--- config.mk ---
export PLATFORM = sky130hd
export DESIGN_NAME = adc_seq
export DESIGN_NICKNAME = d
export VERILOG_FILES = /design/src/rtl/adc_seq.sv
export SDC_FILE = /design/constraint.sdc
export NUM_CORES = 1
export LEC_CHECK = 0
export CAP_MARGIN = 20
export CORE_ASPECT_RATIO = 0.7
export CORE_MARGIN = 3
export CORE_UTILIZATION = 53
export CTS_CLUSTER_DIAMETER = 80
export DETAILED_ROUTE_END_ITERATION = 10
export PLACE_DENSITY_LB_ADDON = 0.1
export SLEW_MARGIN = 20
export SYNTH_ARGS = -nofsm -noshare
export SYNTH_HDL_FRONTEND = slang
export SYNTH_SLANG_ARGS = --single-unit
--- constraint.sdc ---
create_clock -name clk -period 2.29 [get_ports clk]
set_input_delay 0.458 -clock clk [delete_from_list [all_inputs] [get_ports clk]]
set_output_delay 0.458 -clock clk [all_outputs]
set_load 0.05 [all_outputs]
--- src/rtl/adc_seq.sv ---
// adc_seq: paced ADC conversion sequencer feeding a valid/ready result register.
// Define ADC_SEQ_AVG_EN to average each result over 2^AVG_LOG2 conversions.
module adc_seq #(
  parameter int unsigned DATA_W   = 8,
  parameter int unsigned PERIOD_W = 16,
  parameter int unsigned AVG_LOG2 = 2,
  parameter int unsigned TIMEOUT  = 15
) (
  input  logic                clk,
  input  logic                rst_n,
  input  logic                enable,
  input  logic [PERIOD_W-1:0] period,
  output logic                adc_start,
  input  logic                adc_ready,
  input  logic [DATA_W-1:0]   adc_data,
  output logic [DATA_W-1:0]   sample_data,
  output logic                sample_valid,
  input  logic                sample_ready,
  output logic                overrun,
  output logic                timeout_err
);

  localparam int unsigned ToW = 8;

  if (TIMEOUT < 1 || TIMEOUT > 255 || AVG_LOG2 > 16) begin : g_param_check
    $error("adc_seq: TIMEOUT must be 1..255 and AVG_LOG2 at most 16");
  end

  typedef enum logic [1:0] {StIdle, StWait, StStart, StWaitRdy} state_e;

  state_e              state_q, state_d;
  logic [PERIOD_W-1:0] per_cnt_q, per_cnt_d;
  logic [ToW-1:0]      to_cnt_q, to_cnt_d;
  logic [DATA_W-1:0]   res_q, res_d;
  logic                offer_q, offer_d;
  logic                capture, timeout_d;
  logic [DATA_W-1:0]   sample_data_d;
  logic                sample_valid_d, overrun_d;

  always_comb begin
    state_d   = state_q;
    per_cnt_d = per_cnt_q;
    to_cnt_d  = to_cnt_q;
    capture   = 1'b0;
    timeout_d = 1'b0;
    case (state_q)
      StIdle: begin
        if (enable) begin
          state_d   = StWait;
          per_cnt_d = period;
        end
      end
      StWait: begin
        if (per_cnt_q == '0) begin
          state_d = StStart;
        end else begin
          per_cnt_d = per_cnt_q - 1'b1;
        end
      end
      StStart: begin
        state_d  = StWaitRdy;
        to_cnt_d = ToW'(TIMEOUT);
      end
      StWaitRdy: begin
        if (adc_ready) begin
          capture   = 1'b1;
          state_d   = StWait;
          per_cnt_d = period;
        end else if (to_cnt_q == ToW'(1)) begin
          // Last permitted WAIT_RDY cycle ran out: abort this conversion.
          timeout_d = 1'b1;
          to_cnt_d  = '0;
          state_d   = StWait;
          per_cnt_d = period;
        end else begin
          to_cnt_d = to_cnt_q - 1'b1;
        end
      end
      default: state_d = StIdle;
    endcase
    if (!enable) begin
      state_d   = StIdle;
      capture   = 1'b0;
      timeout_d = 1'b0;
    end
  end

`ifdef ADC_SEQ_AVG_EN
  localparam int unsigned AccW = DATA_W + AVG_LOG2;
  localparam int unsigned CntW = (AVG_LOG2 > 0) ? AVG_LOG2 : 1;

  logic [AccW-1:0] acc_q, acc_d, acc_sum;
  logic [CntW-1:0] cnt_q, cnt_d;

  always_comb begin
    acc_d   = acc_q;
    cnt_d   = cnt_q;
    res_d   = res_q;
    offer_d = 1'b0;
    acc_sum = acc_q + AccW'(adc_data);
    if (capture) begin
      if (cnt_q == CntW'((1 << AVG_LOG2) - 1)) begin
        res_d   = DATA_W'(acc_sum >> AVG_LOG2);
        offer_d = 1'b1;
        acc_d   = '0;
        cnt_d   = '0;
      end else begin
        acc_d = acc_sum;
        cnt_d = cnt_q + 1'b1;
      end
    end
    if (!enable) begin
      acc_d = '0;
      cnt_d = '0;
    end
  end

  always_ff @(posedge clk) begin
    if (!rst_n) begin
      acc_q <= '0;
      cnt_q <= '0;
    end else begin
      acc_q <= acc_d;
      cnt_q <= cnt_d;
    end
  end
`else
  always_comb begin
    res_d   = capture ? adc_data : res_q;
    offer_d = capture;
  end
`endif

  // Output register: a new result may replace one being accepted this same cycle.
  always_comb begin
    sample_data_d  = sample_data;
    sample_valid_d = sample_valid;
    overrun_d      = 1'b0;
    if (offer_q) begin
      if (!sample_valid || sample_ready) begin
        sample_data_d  = res_q;
        sample_valid_d = 1'b1;
      end else begin
        overrun_d = 1'b1;
      end
    end else if (sample_ready) begin
      sample_valid_d = 1'b0;
    end
  end

  always_ff @(posedge clk) begin
    if (!rst_n) begin
      state_q      <= StIdle;
      per_cnt_q    <= '0;
      to_cnt_q     <= '0;
      res_q        <= '0;
      offer_q      <= 1'b0;
      adc_start    <= 1'b0;
      sample_data  <= '0;
      sample_valid <= 1'b0;
      overrun      <= 1'b0;
      timeout_err  <= 1'b0;
    end else begin
      state_q      <= state_d;
      per_cnt_q    <= per_cnt_d;
      to_cnt_q     <= to_cnt_d;
      res_q        <= res_d;
      offer_q      <= offer_d;
      adc_start    <= (state_d == StStart);
      sample_data  <= sample_data_d;
      sample_valid <= sample_valid_d;
      overrun      <= overrun_d;
      timeout_err  <= timeout_d;
    end
  end

endmodule
Word-level counts from Yosys, hierarchy flattened --
Index checks and enable logic that the tools add are counted.
Storage, ports and cells: register bits 47, bits in latches 0, bits in writable memories 0, bits in read-only memories 0, input port bits 29, logic and storage cells 59, memories kept 0
Cells by class: $add $sub $neg 2, multiply operators 0, div/mod/pow operators 0, magnitude comparators 0, eq/ne operators 10, shift operators 0, mux-type cells 21, bitwise operators 3, reductions and logical operators 13
Operators by type and width (number):
- 2-to-1 mux 16 bit | 4
- case mux 16 bit (3 select lines) | 1
- logical NOT 16 bit | 1
- 2-to-1 mux 8 bit | 2
- case mux 8 bit (2 select lines) | 1
- subtractor 16 x 1 -> 16 bit (second input constant) | 1
- == test 8 x 1 -> 1 bit (second input constant) | 1
- 2-to-1 mux 1 bit | 8
- 2-to-1 mux 2 bit | 4
- case mux 2 bit (4 select lines) | 1
- AND reduction 2 bit | 4
- subtractor 8 x 1 -> 8 bit (second input constant) | 1
- == test 2 bit (second input constant) | 3
- inequality test 2 bit (second input constant) | 3
- AND reduction 4 bit | 1
- nonzero test 2 bit | 2
- OR reduction 4 bit | 1
- inequality test 3 bit (second input constant) | 1
- NOT 1 bit | 3
- nonzero test 3 bit | 1
- == test 2 x 1 -> 1 bit (second input constant) | 1
- logical NOT 2 bit | 1
- inequality test 2 x 1 -> 1 bit (second input constant) | 1
- logical NOT 1 bit | 1
- logical OR 1 bit | 1

Logic depth before layout (Yosys ltp) --
Gate-level depths: netlist (run 1).
depth in word-level cells 6, gate-level depth with buffers 8

Worst setup path before layout (run 1) --
OpenSTA, ideal clock, no wires.
kind reg-to-reg, start point register to_cnt_q[2], end point register per_cnt_q[8], setup time 0.089 ns, data arrival time 1.901 ns, slack 0.300 ns, cell stages (with the launch flop) 8, buffers on the path 2, period minus slack after synthesis 1.990 ns, path through dfxtp_1 nor4_4 a31oi_4 o21bai_4 or2_1 buf_6 buf_8 o32ai_4
Between the ends: longest elaborated chain between the ends 3
RTL lines:
- start: declaration | RTL line 33 | logic [ToW-1:0] to_cnt_q, to_cnt_d;
- start signal: assignment | RTL line 166 | to_cnt_q <= to_cnt_d;
- == test 8 x 1 -> 1 bit | RTL line 69 | end else if (to_cnt_q == ToW'(1)) begin
- inequality test 3 bit (no source line)
- AND reduction 4 bit (no source line)
- end signal: assignment | RTL line 165 | per_cnt_q <= per_cnt_d;
- end: declaration | RTL line 32 | logic [PERIOD_W-1:0] per_cnt_q, per_cnt_d;
Every way passes these cells. A chain may end at the register's enable or synchronous reset.

Worst setup path after layout (run 1) --
start point register per_cnt_q[8], end point register per_cnt_q[0]
Between the ends: longest elaborated chain between the ends 3
RTL lines:
- logical NOT 16 bit | RTL line 54 | if (per_cnt_q == '0) begin
- inequality test 2 bit (no source line)
- AND reduction 4 bit (no source line)
Every way passes these cells.

==> results.md, run 1 <==
GRT:
- The combined global-route utilization of all metal layers is 22.9%.
- The wire length of the first global-routing pass is 10,100 um.
- The largest net degree at the start of global routing is 39.
- The number of antenna violations at the first check in global routing came to 0.
- The number of global-route vias before repair is 2,116.
- The total overflow left after global routing is 0.

Clock network:
- The number of buffers on the longest clock path is 2.
- TritonCTS created 5 clock buffers.
- In this run the number of H-tree levels came out at 2.
- The clock latency on the worst-skew pair is 0.30 ns.
- TritonCTS built the clock tree.
- The quantity of hold-fixing buffers added after cts is 0.
- CTS saw 47 sinks.
- In this run the clock root is driven by a clkbuf_8.
- The number of cells upsized or downsized after cts is 0.
- Clock-pin slew was measured on the worst setup and hold paths at 0.09 ns.
- The buffer count from post-CTS setup fixing is 0.

Min path:
- The cell depth of the worst hold path is 2.
- The tightest min-delay check is of the register to register type.

Place:
- Port buffering added 40 buffers.
- Once detailed placement completed, the half-perimeter wirelength came to 4400 um.
- The setup slack at placement is 0.0372 ns.
- The total instance count after detailed placement is 391.
- The final RePlAce weighted congestion is 0.808.

Finish:
- The net total in the final layout is 379.
- The synthesis-to-finish area growth is 26.7%.
- Cells fill 73.7% of the core in the end.
- The top cell types in the final layout, fill and taps aside, are 47 x nand2_1, 47 x dfxtp_1, 40 x clkdlybuf4s50_1.
- The number of fill cells is 305.
- The post-route netlist has 11.5% of its cells at a drive strength greater than 1.
- The antenna diode instance count is 0.
- Leaving out filler cells and counting taps, the final layout contains 399.

Timing:
- Across all setup checks in the final design, the least slack found is 0.119 ns.
- At the pin with the least slew margin, the transition time is 0.562 ns.
- The count of pins over their slew limit is 0.
- The largest clock skew in the final design is 0.00373 ns.
- Setup repair after global routing left no endpoint under its margin.
- Headroom to the max-slew limit came out at 62.4%.
- The worst path in the final design needs a cycle of 2.17 ns, including I/O delays and setup.
- The final setup TNS is 0 ns.
- The hold violation total from the final report is 0.
- The final cycle utilization of the critical path is 94.8%.
- Setup violations remaining at the end of the flow were counted as 0.
- Based on the critical path, the design can be clocked at up to 461 MHz.

Drt:
- The via-per-instance ratio is 5.86.
- Dividing the detail-routed wire length by the instance count gives 15.1 um.
- After detailed routing, the number of remaining DRC violations is 0.
- The final layout contains routed wiring with a total length of 6040 um.
- The routed via count is 2,337.
- The first detailed-routing pass took 4 iterations.
- The post-detailed-route count of antenna-violating nets is 0.
- The count of routing violations after the opening detailed-route iteration is 148.

Status:
- The run finished with clean final reports.

Synth:
- Sequential elements use 38.9% of the synthesized area.
- The primary flip-flop cell chosen by synthesis mapping is dfxtp_1.
- In this run, synthesis inferred 0 flip-flops with an integrated enable.
- The number of different library cells used by synthesis comes to 45.
- In the synthesized netlist the async set-or-reset flop fraction comes to 0%.
- The Yosys step of the flow raised 0 warnings.
- The area of the mapped netlist is 2420 um^2.
- Synthesis produced 299 cells.
- After synthesis the netlist holds a flip-flop and latch count of 47.
- The number of nets handed over by synthesis was 332.
- Dividing the synthesized area by the synthesized cell count gives 8.09 um^2.

Die:
- The floorplan step set the die height to 62.5 um.
- Once the floorplan was initialized, standard cells occupied 58.2% of the core.
- The core area is 4160 um^2.
- The floorplan has 19 rows.
- The die is 86.8 um wide.
- The number of top-level pins is 41.
- The die covers 5430 um^2.

Power:
- The power per unit of standard cell area is 638 nW/um^2.
- IR analysis of the VDD net gives a maximum drop of 0.000507 V.
- The analysis attributes to cell leakage a power of 1.17 nW.

Critical path:
- The worst setup path is of the register to register kind.
- The critical path required time is 2.49 ns.
- The largest single stage delay on the critical path is 0.57 ns.
- For the worst setup path, the data arrival time is 2.37 ns.
- The maximum fanout count along the critical path is 6.
- Counting cells, the worst reg-to-reg path comes to 6.
- Traced cell by cell, the critical path runs through or4_1 > nor4_2 > and4_1 > buf_4 > nor3_1 > o221a_2.
- The critical path's slowest cell is or4_1.
- The category of the worst setup path capture point is a register.
- STA classifies the critical path startpoint as a register.

Flow run:
- The max capacitance violation total is 0.
[logic make-up after synthesis]
logic type                 count (synthesis)  synth area share [%]
DFF                                       47                  38.9
buffers and inverters                     29                  5.64
and+or+nand+nor                          143                  28.1
AOI/OAI and AO/OA                         68                  22.0
adders and majority gates                  4                  2.07
muxes                                      8                  3.31
[registers in the layout (all words and copies together), names as in the netlist, 2 cells and up]
signal	cells
res_q	8
sample_data	8
to_cnt_q	8
per_cnt_q	16
state_q	2
[worst max-delay path, delay by kind of cell, from the launching register on]
kind	cells	cell delay, ns
simple gates	4	1.30
flops	1	0.34
compound gates	1	0.26
buf+inv	1	0.17
[through the flow]
stage,hold slack [ns],area (um^2),total power (W)
4_1_cts,0.464,3070,0.00196
3_5_place_dp,0.451,2930,0.00124
5_1_grt,0.483,3070,0.00204
6_report,0.461,3070,0.00195
2_1_floorplan,0.436,2420,0.00111
3_3_place_gp,0.444,2930,0.00124
[synthesized netlist by cell type, drive strengths merged, types with 2 or more instances]
cell / instances / area [um^2]
nand2: 47 / 176
clkbuf: 15 / 56.3
a21oi: 30 / 150
or4: 3 / 22.5
o32ai: 12 / 169
mux2i: 8 / 80.1
nor3: 24 / 120
a21boi: 2 / 15.0
nand3: 3 / 15.0
buf: 5 / 46.3
a311oi: 2 / 17.5
o22ai: 3 / 18.8
nand4: 2 / 12.5
o21ai: 6 / 30.0
ha: 4 / 50.1
nor3b: 3 / 22.5
nor2: 38 / 143
a31oi: 3 / 33.8
inv: 9 / 33.8
a211oi: 4 / 35.0
nor2b: 4 / 25.0
dfxtp: 47 / 941
and3: 6 / 37.5
and2: 2 / 12.5
nand2b: 2 / 12.5
nor4: 5 / 52.6
[area by class of cell]
cell class / instances / area (um^2) / share of cell area [%]
multi-input cells: 223 / 1340 / 43.8
flip-flops and latches: 47 / 941 / 30.7
repair buffers: 60 / 551 / 18.0
clock buffers: 6 / 72.6 / 2.37
well taps: 52 / 65.1 / 2.12
clock inverters: 2 / 60.1 / 1.96
inverters: 9 / 33.8 / 1.10
[layer usage]
metal  share of wire (%)  track usage [%]  wire (um)  vias to the layer above
met2                  43             33.7       2600                       97
met3                 7.8             4.22        474                       13
met1                  47             33.0       2840                     1067
met4                 2.0             8.75        123                        0
li1                    -                -          -                     1160
met5                   0                0          0                        -
[power breakdown]
| group | internal (W) | switching, W | total [W] |
|---|---|---|---|
| logic | 0.000166 | 0.000192 | 0.000358 |
| clock network | 0.000436 | 0.000284 | 0.000720 |
| registers | 0.000845 | 0.0000312 | 0.000877 |
| total | 0.00145 | 0.000507 | 0.00195 |
[worst paths after layout]
kind                       end  slack (ns)          from
setup / recovery  per_cnt_q[0]        0.12  per_cnt_q[8]
hold / removal        res_q[5]        0.46      res_q[5]
setup reg to reg  per_cnt_q[0]        0.12  per_cnt_q[8]
hold reg to reg       res_q[5]        0.46      res_q[5]
No activity file was read; power rests on OpenSTA's default activity.
==> run 2: changes to the inputs <==
--- a/config.mk
+++ b/config.mk
@@ -8,7 +8,7 @@
 export CAP_MARGIN = 20
 export CORE_ASPECT_RATIO = 0.7
 export CORE_MARGIN = 3
-export CORE_UTILIZATION = 53
+export CORE_UTILIZATION = 24
 export CTS_CLUSTER_DIAMETER = 80
 export DETAILED_ROUTE_END_ITERATION = 10
 export PLACE_DENSITY_LB_ADDON = 0.1
==> run 2 against run 1 <==
Cell count grew 20%; critical endpoint unchanged; sequential share of layout area fell by 1.7 points; count of clock-buffer cells in the layout down 1; critical path type unchanged; non-clock buffer count increased by 7; largest power group unchanged; cell area up 6.0%; global-route usage shrank 11 points.
==> results.md, run 2 (synthesized netlist as in run 1, its figures left out) <==
Status:
- The run finished with clean final reports.

Drt:
- The routed via count is 2,282.
- The routed design has 6940 um of wire.
- Dividing the detail-routed wire length by the instance count gives 14.5 um.
- The post-detailed-route count of antenna-violating nets is 0.
- The count of TritonRoute iterations in the first routing pass is 4.
- After detailed routing, the number of remaining DRC violations is 0.
- After the first detailed-routing iteration, the DRC count stood at 120.
- The via-per-instance ratio is 4.77.

Timing:
- The measured slew at the worst slew-check pin is 0.500 ns.
- Setup repair after global routing left no endpoint under its margin.
- The count of pins over their slew limit is 0.
- The maximum achievable frequency is 479 MHz.
- For the final database, setup skew stands at 0.00356 ns.
- In this run the tightest slew margin relative to its limit is 65.8%.
- The hold violation total from the final report is 0.
- Setup violations remaining at the end of the flow were counted as 0.
- The final cycle utilization of the critical path is 91.1%.
- The shortest period the worst path allows is 2.09 ns.
- Summed over all failing endpoints, the final setup total negative slack is 0 ns.

Power:
- VDD sags by at most 0.000304 V.
- The switching power total is 0.000566 W.
- Per report_power, the clock group accounts for 40.3% of the total.
- The power per unit of standard cell area is 650 nW/um^2.
- The standby leakage power is 1.22 nW.
- The switching power share of the total is 26.8%.
- Per report_power, the sequential group accounts for 41.5% of the total.
- The internal cell power is 0.00154 W.
- The combinational cell fraction of total power is 18.2%.

GRT:
- The first global-routing pass estimated 11,500 um of wire.
- Global routing used 12.3% of the available tracks across all layers.
- The largest net degree at the start of global routing is 39.
- The total overflow left after global routing is 0.
- The number of antenna violations at the first check in global routing is 0.
- The number of global-route vias before repair is 2,164.

Place:
- The count of input and output buffers is 40.
- The final RePlAce weighted congestion is 0.778.
- The post-detailed-placement half-perimeter wirelength is 5020 um.

Die:
- The initial utilization of the core area, before any placement, comes to 25.6%.
- The width of the die is 126 um.
- The die is 90.0 um tall.
- The core area is 9430 um^2.
- The number of standard-cell rows in the floorplan is 29.
- During I/O placement, the number of pins put on the boundary was 41.
- The floorplan step defined a die boundary enclosing 11,300 um^2.

Finish:
- In the final layout, the share of cells above drive strength 1 is 13.8%.
- Once layout is complete, the utilization of the core stands at 34.4%.
- The flip-flop count of the largest register, all copies and words added is 16.
- per_cnt_q holds more flip-flops than any other register.
- The top cell types in the final layout, fill and taps aside, are 47 x nand2_1, 47 x dfxtp_1, 40 x clkdlybuf4s50_1.
- Compared with the post-synthesis result, the final layout area differs by 34.2%.
- Fill cells in the final layout number 1,018.
- The repair_antennas step left the layout with diodes totalling 0.
- The net total in the final layout is 386.

Clock network:
- The clock tree from TritonCTS is built.
- The clock latency on the worst-skew pair is 0.29 ns.
- For this design, the sink count on the clock tree is 47.
- Clock tree synthesis inserted a total of 5 buffers.
- The tree is rooted in a clkbuf_16.
- No sink is reached through more buffers than the 2 on the longest clock path.
- The H-tree was split into 2 levels.
- After clock tree synthesis, the clock-pin slew on the worst setup and hold paths is 0.07 ns.

Critical path:
- The data arrival time of the critical path is 2.32 ns.
- The critical path required time is 2.53 ns.
- The startpoint-to-endpoint class of the critical path is register to register.
- The maximum fanout count along the critical path is 9.
- The category of the worst setup path capture point is a register.
- The sort of element at the start of the critical path is a register.

Min path:
- The min-delay analysis places its worst path in the category register to register.

Flow run:
- The max capacitance violation total is 0.
## run 2: stage by stage
step	instance area [um^2]	cells	hold slack (ns)	setup WS [ns]	total power, W
final	3250	478	0.454	0.203	0.00211
after global routing	3250	478	0.476	0.0342	0.00221
after global placement	3080	470	0.442	0.124	0.00128
after detailed placement	3080	470	0.447	0.0638	0.00128
after floorplan	2420	299	0.436	0.300	0.00111
after CTS	3250	478	0.457	0.185	0.00213
## run 2: power groups by stage
stage          sequential (W)  clock (W)  combinational, W
2_1_floorplan        0.000886          0          0.000226
4_1_cts              0.000874   0.000875          0.000385
5_1_grt              0.000878   0.000909          0.000422
6_report             0.000875   0.000851          0.000385
3_5_place_dp         0.000893          0          0.000383
3_3_place_gp         0.000894          0          0.000387
## run 2: worst paths after layout
path	depth (start not counted)	slack [ns]	from	endpoint
max	6	0.20	per_cnt_q[8]	per_cnt_q[0]
min	2	0.45	res_q[3]	res_q[3]
max reg2reg	6	0.20	per_cnt_q[8]	per_cnt_q[0]
min reg2reg	2	0.45	res_q[3]	res_q[3]
## run 2: repair_timing
item	in CTS	in global routing
endpoints found under the setup margin	0	1
buffers inserted	0	0
resized for setup	0	1
hold buffers	0	0
## run 2: cell type report
cell class	count	area, um^2	area share [%]
clock buffer	5	125	3.85
clock inverter	3	46.3	1.43
inverter	9	33.8	1.04
multi-input combinational	223	1340	41.4
sequential	47	941	29.0
tap	124	155	4.78
timing repair buffer	67	603	18.6
## run 2: per-layer routing
layer	part of all wire, %	track usage (%)	routed length (um)	vias to the layer above
met5	0	0	0	-
met2	38	16.4	2640	56
li1	-	-	-	1173
met4	0.36	2.41	25	0
met1	56	19.7	3900	1048
met3	5.3	3.08	368	5
## run 2: critical path, cell delays in order (launching register included)
cell	delay, ns
dfxtp_1	0.34
or4_1	0.61
nor4_2	0.21
and4_2	0.32
or2_1	0.14
buf_4	0.21
o221a_2	0.20
==> run 3: changes to the inputs <==
==> constraint.sdc (replaced) <==
create_clock -name clk -period 2.53 [get_ports clk]
set_input_delay 0.506 -clock clk [delete_from_list [all_inputs] [get_ports clk]]
set_output_delay 0.506 -clock clk [all_outputs]
set_load 0.05 [all_outputs]
==> run 3 against run 2 <==
Non-clock buffer count shrank 10; clock skew grew 0.00079 ns; largest power group unchanged; largest cell class unchanged; sequential share of layout area grew 0.92 points.
==> results.md, run 3 (synthesized netlist as in run 1, its figures left out) <==
Status:
- The flow ran to the end, and the final reports show no timing, DRC or antenna violations.

Timing:
- Derived from the worst setup path, the maximum achievable clock frequency is 469 MHz.
- After layout, the worst setup slack is 0.399 ns.
- Setup violations remaining at the end of the flow were counted as 0.
- The shortest period the worst path allows is 2.13 ns.
- In this run the tightest slew margin relative to its limit is 53.6%.
- The measured slew at the worst slew-check pin is 0.695 ns.
- The largest clock skew in the final design is 0.00436 ns.
- The hold violation total from the final report came to 0.
- Setup repair after global routing left no endpoint under its margin.
- Setup total negative slack on the finished layout was measured at 0 ns.
- The count of pins over their slew limit was 0.
- The final cycle utilization of the critical path is 84.2%.

Clock network:
- The H-tree generated during clock tree synthesis spans 2 levels.
- Buffers inserted during clock tree synthesis total 5.
- Clock latency on the worst-skew pair, taken at its later pin, is 0.29 ns.
- The clock input transition at the sequential cells of the worst setup and hold paths is 0.07 ns.
- No sink is reached through more buffers than the 2 on the longest clock path.
- The quantity of hold-fixing buffers added after cts is 0.
- In this run the post-CTS setup repair buffer count came out at 0.
- TritonCTS built the clock tree.
- The root buffer cell is clkbuf_16.
- The number of gates resized after CTS was 0.
- The number of sinks handled by clock tree synthesis is 47.

Place:
- The count of input and output buffers is 40.
- OpenSTA, run right after detailed placement, puts the worst setup slack at 0.164 ns.
- The final RePlAce weighted congestion is 0.750.
- The total instance count after detailed placement is 460.
- The post-place instance area is 3000 um^2.
- The post-detailed-placement half-perimeter wirelength is 4980 um.

Critical path:
- In this run the critical register-to-register path is captured at per_cnt_q[0].
- Following the worst setup path forward leads to its endpoint at per_cnt_q[0].
- The setup check on the worst reg-to-reg path leaves a slack of 0.40 ns.
- The largest stage delay on the critical path is 0.48 ns.
- For this design, the slowest cell found on the critical path is or3_1.
- The critical path required time is 2.77 ns.
- The worst register-to-register path has a depth of 6.
- The maximum fanout count along the critical path is 7.
- The signal on the critical path passes through or3_1 > nor4_1 > and4_1 > or2_1 > buf_4 > o221a_2.
- The category of the worst setup path capture point is a register.
- The combined buffer and inverter count along the critical path is 1.
- The largest delay contributor family on the critical path is simple AND/OR/NAND/NOR gates.
- The sort of element at the start of the critical path is a register.
- The number of gates on the worst path with buffers counted is 6.
- The critical path in this run is classified as register to register.
- The reg-to-reg startpoint is per_cnt_q[4].
- In this run the worst setup path begins at per_cnt_q[4].
- The data arrival time of the critical path is 2.37 ns.

Finish:
- The number of standard cells in the final layout excluding fillers is 468.
- 0 antenna diodes ended up in the layout.
- The area growth from synthesis to layout is 30.1%.
- The register containing the most flip-flops in the final layout is per_cnt_q.
- The flip-flop count of the largest register, all copies and words added is 16.
- The net total in the final layout is 376.
- Leaving out fill and tap cells, the most frequent cells in the layout are 47 x nand2_1, 47 x dfxtp_1, 40 x clkdlybuf4s50_1.
- The share of layout cells above drive strength 1 is 11.0%.
- The area of all placed cells without fillers is 3150 um^2.

GRT:
- Summed over all layers, the global routing overflow is 0.
- The number of antenna violations at the first check in global routing is 0.
- The first global-routing pass estimated 11,300 um of wire.
- The number of global-route vias before repair is 2,188.
- The largest net degree at the start of global routing is 39.
- Global routing used 12.2% of the available tracks.

Die:
- The die span in y is 90.0 um.
- Row generation in the floorplan step produced 29 rows.
- For this configuration, the core starts out at a cell density of 25.6%.
- The floorplan step set the die width to 126 um.
- 41 I/O pins were placed.
- The die area is 11,300 um^2.
- The core area is 9430 um^2.

Power:
- The power per unit of standard cell area is 568 nW/um^2.
- For this design the static power due to leakage is 1.17 nW.
- Summing internal, switching and leakage power gives 0.00179 W.
- The worst voltage drop across the vdd grid is 0.000290 V.

Drt:
- The routed via count is 2,244.
- The DRC violation count after routing is 0.
- Once detail routing completed, the nets flagged for antenna violations numbered 0.
- After the first detailed-routing iteration, the DRC count stood at 108.
- The via-per-instance ratio is 4.79.
- The total detailed-routing wirelength is 6910 um.
- After detailed routing, the average wire length per cell comes to 14.8 um.
- The count of TritonRoute iterations in the first routing pass is 4.

Min path:
- The tightest min-delay check is of the register to register type.

Flow run:
- The tool flagged a number of max-cap violations equal to 0.
## run 3: cell types whose count changed in the layout (fill, tap and decap cells not counted)
| cell | change |
|---|---|
| inv_6 | +1 |
| buf_4 | -10 |
| clkinvlp_4 | -1 |
| and4_2 | -1 |
| and4_1 | +1 |
| clkinv_2 | +1 |
| bufinv_16 | -1 |
## run 3: through the flow
step                      hold WS (ns)  util [%]
after floorplan                  0.436         -
after global placement           0.444      31.8
after detailed placement         0.446      31.8
after CTS                        0.456      33.4
after global routing             0.469      33.4
final                            0.453      33.4
## run 3: layer usage
layer	vias up	GRT usage, %	part of all wire [%]
met5	-	0	0
met4	0	3.21	0.91
met3	6	3.26	5.4
met2	52	16.5	39
met1	1032	18.9	54
li1	1154	-	-
## run 3: where the power goes
group,internal [W],switching (W),leakage [nW]
sequential,0.000766,0.0000295,0.382
combinational,0.000148,0.000177,0.711
clock,0.000372,0.000295,0.0746
## run 3: how the worst min path moves through the flow
stage | start | end | slack (ns) | cells after the start
floorplan | res_q[0] | res_q[0] | 0.44 | 2
global placement | res_q[6] | res_q[6] | 0.44 | 2
detailed placement | res_q[6] | res_q[6] | 0.45 | 2
CTS | res_q[6] | res_q[6] | 0.46 | 2
global route | res_q[6] | res_q[6] | 0.47 | 2
finish | res_q[6] | res_q[6] | 0.45 | 2
## run 3: tightest hold or removal path, stage by stage, from the launching register on
cell and delay (ns):
dfxtp_1 0.31, nand2_1 0.05, a21oi_1 0.05
## run 3: layout make-up
type                       count  area (um^2)
multi-input combinational    223         1340
clock buffer                   5          125
fill                        1028         6290
timing repair buffer          57          528
clock inverter                 3         22.5
sequential                    47          941
tap                          124          155
inverter                       9         33.8
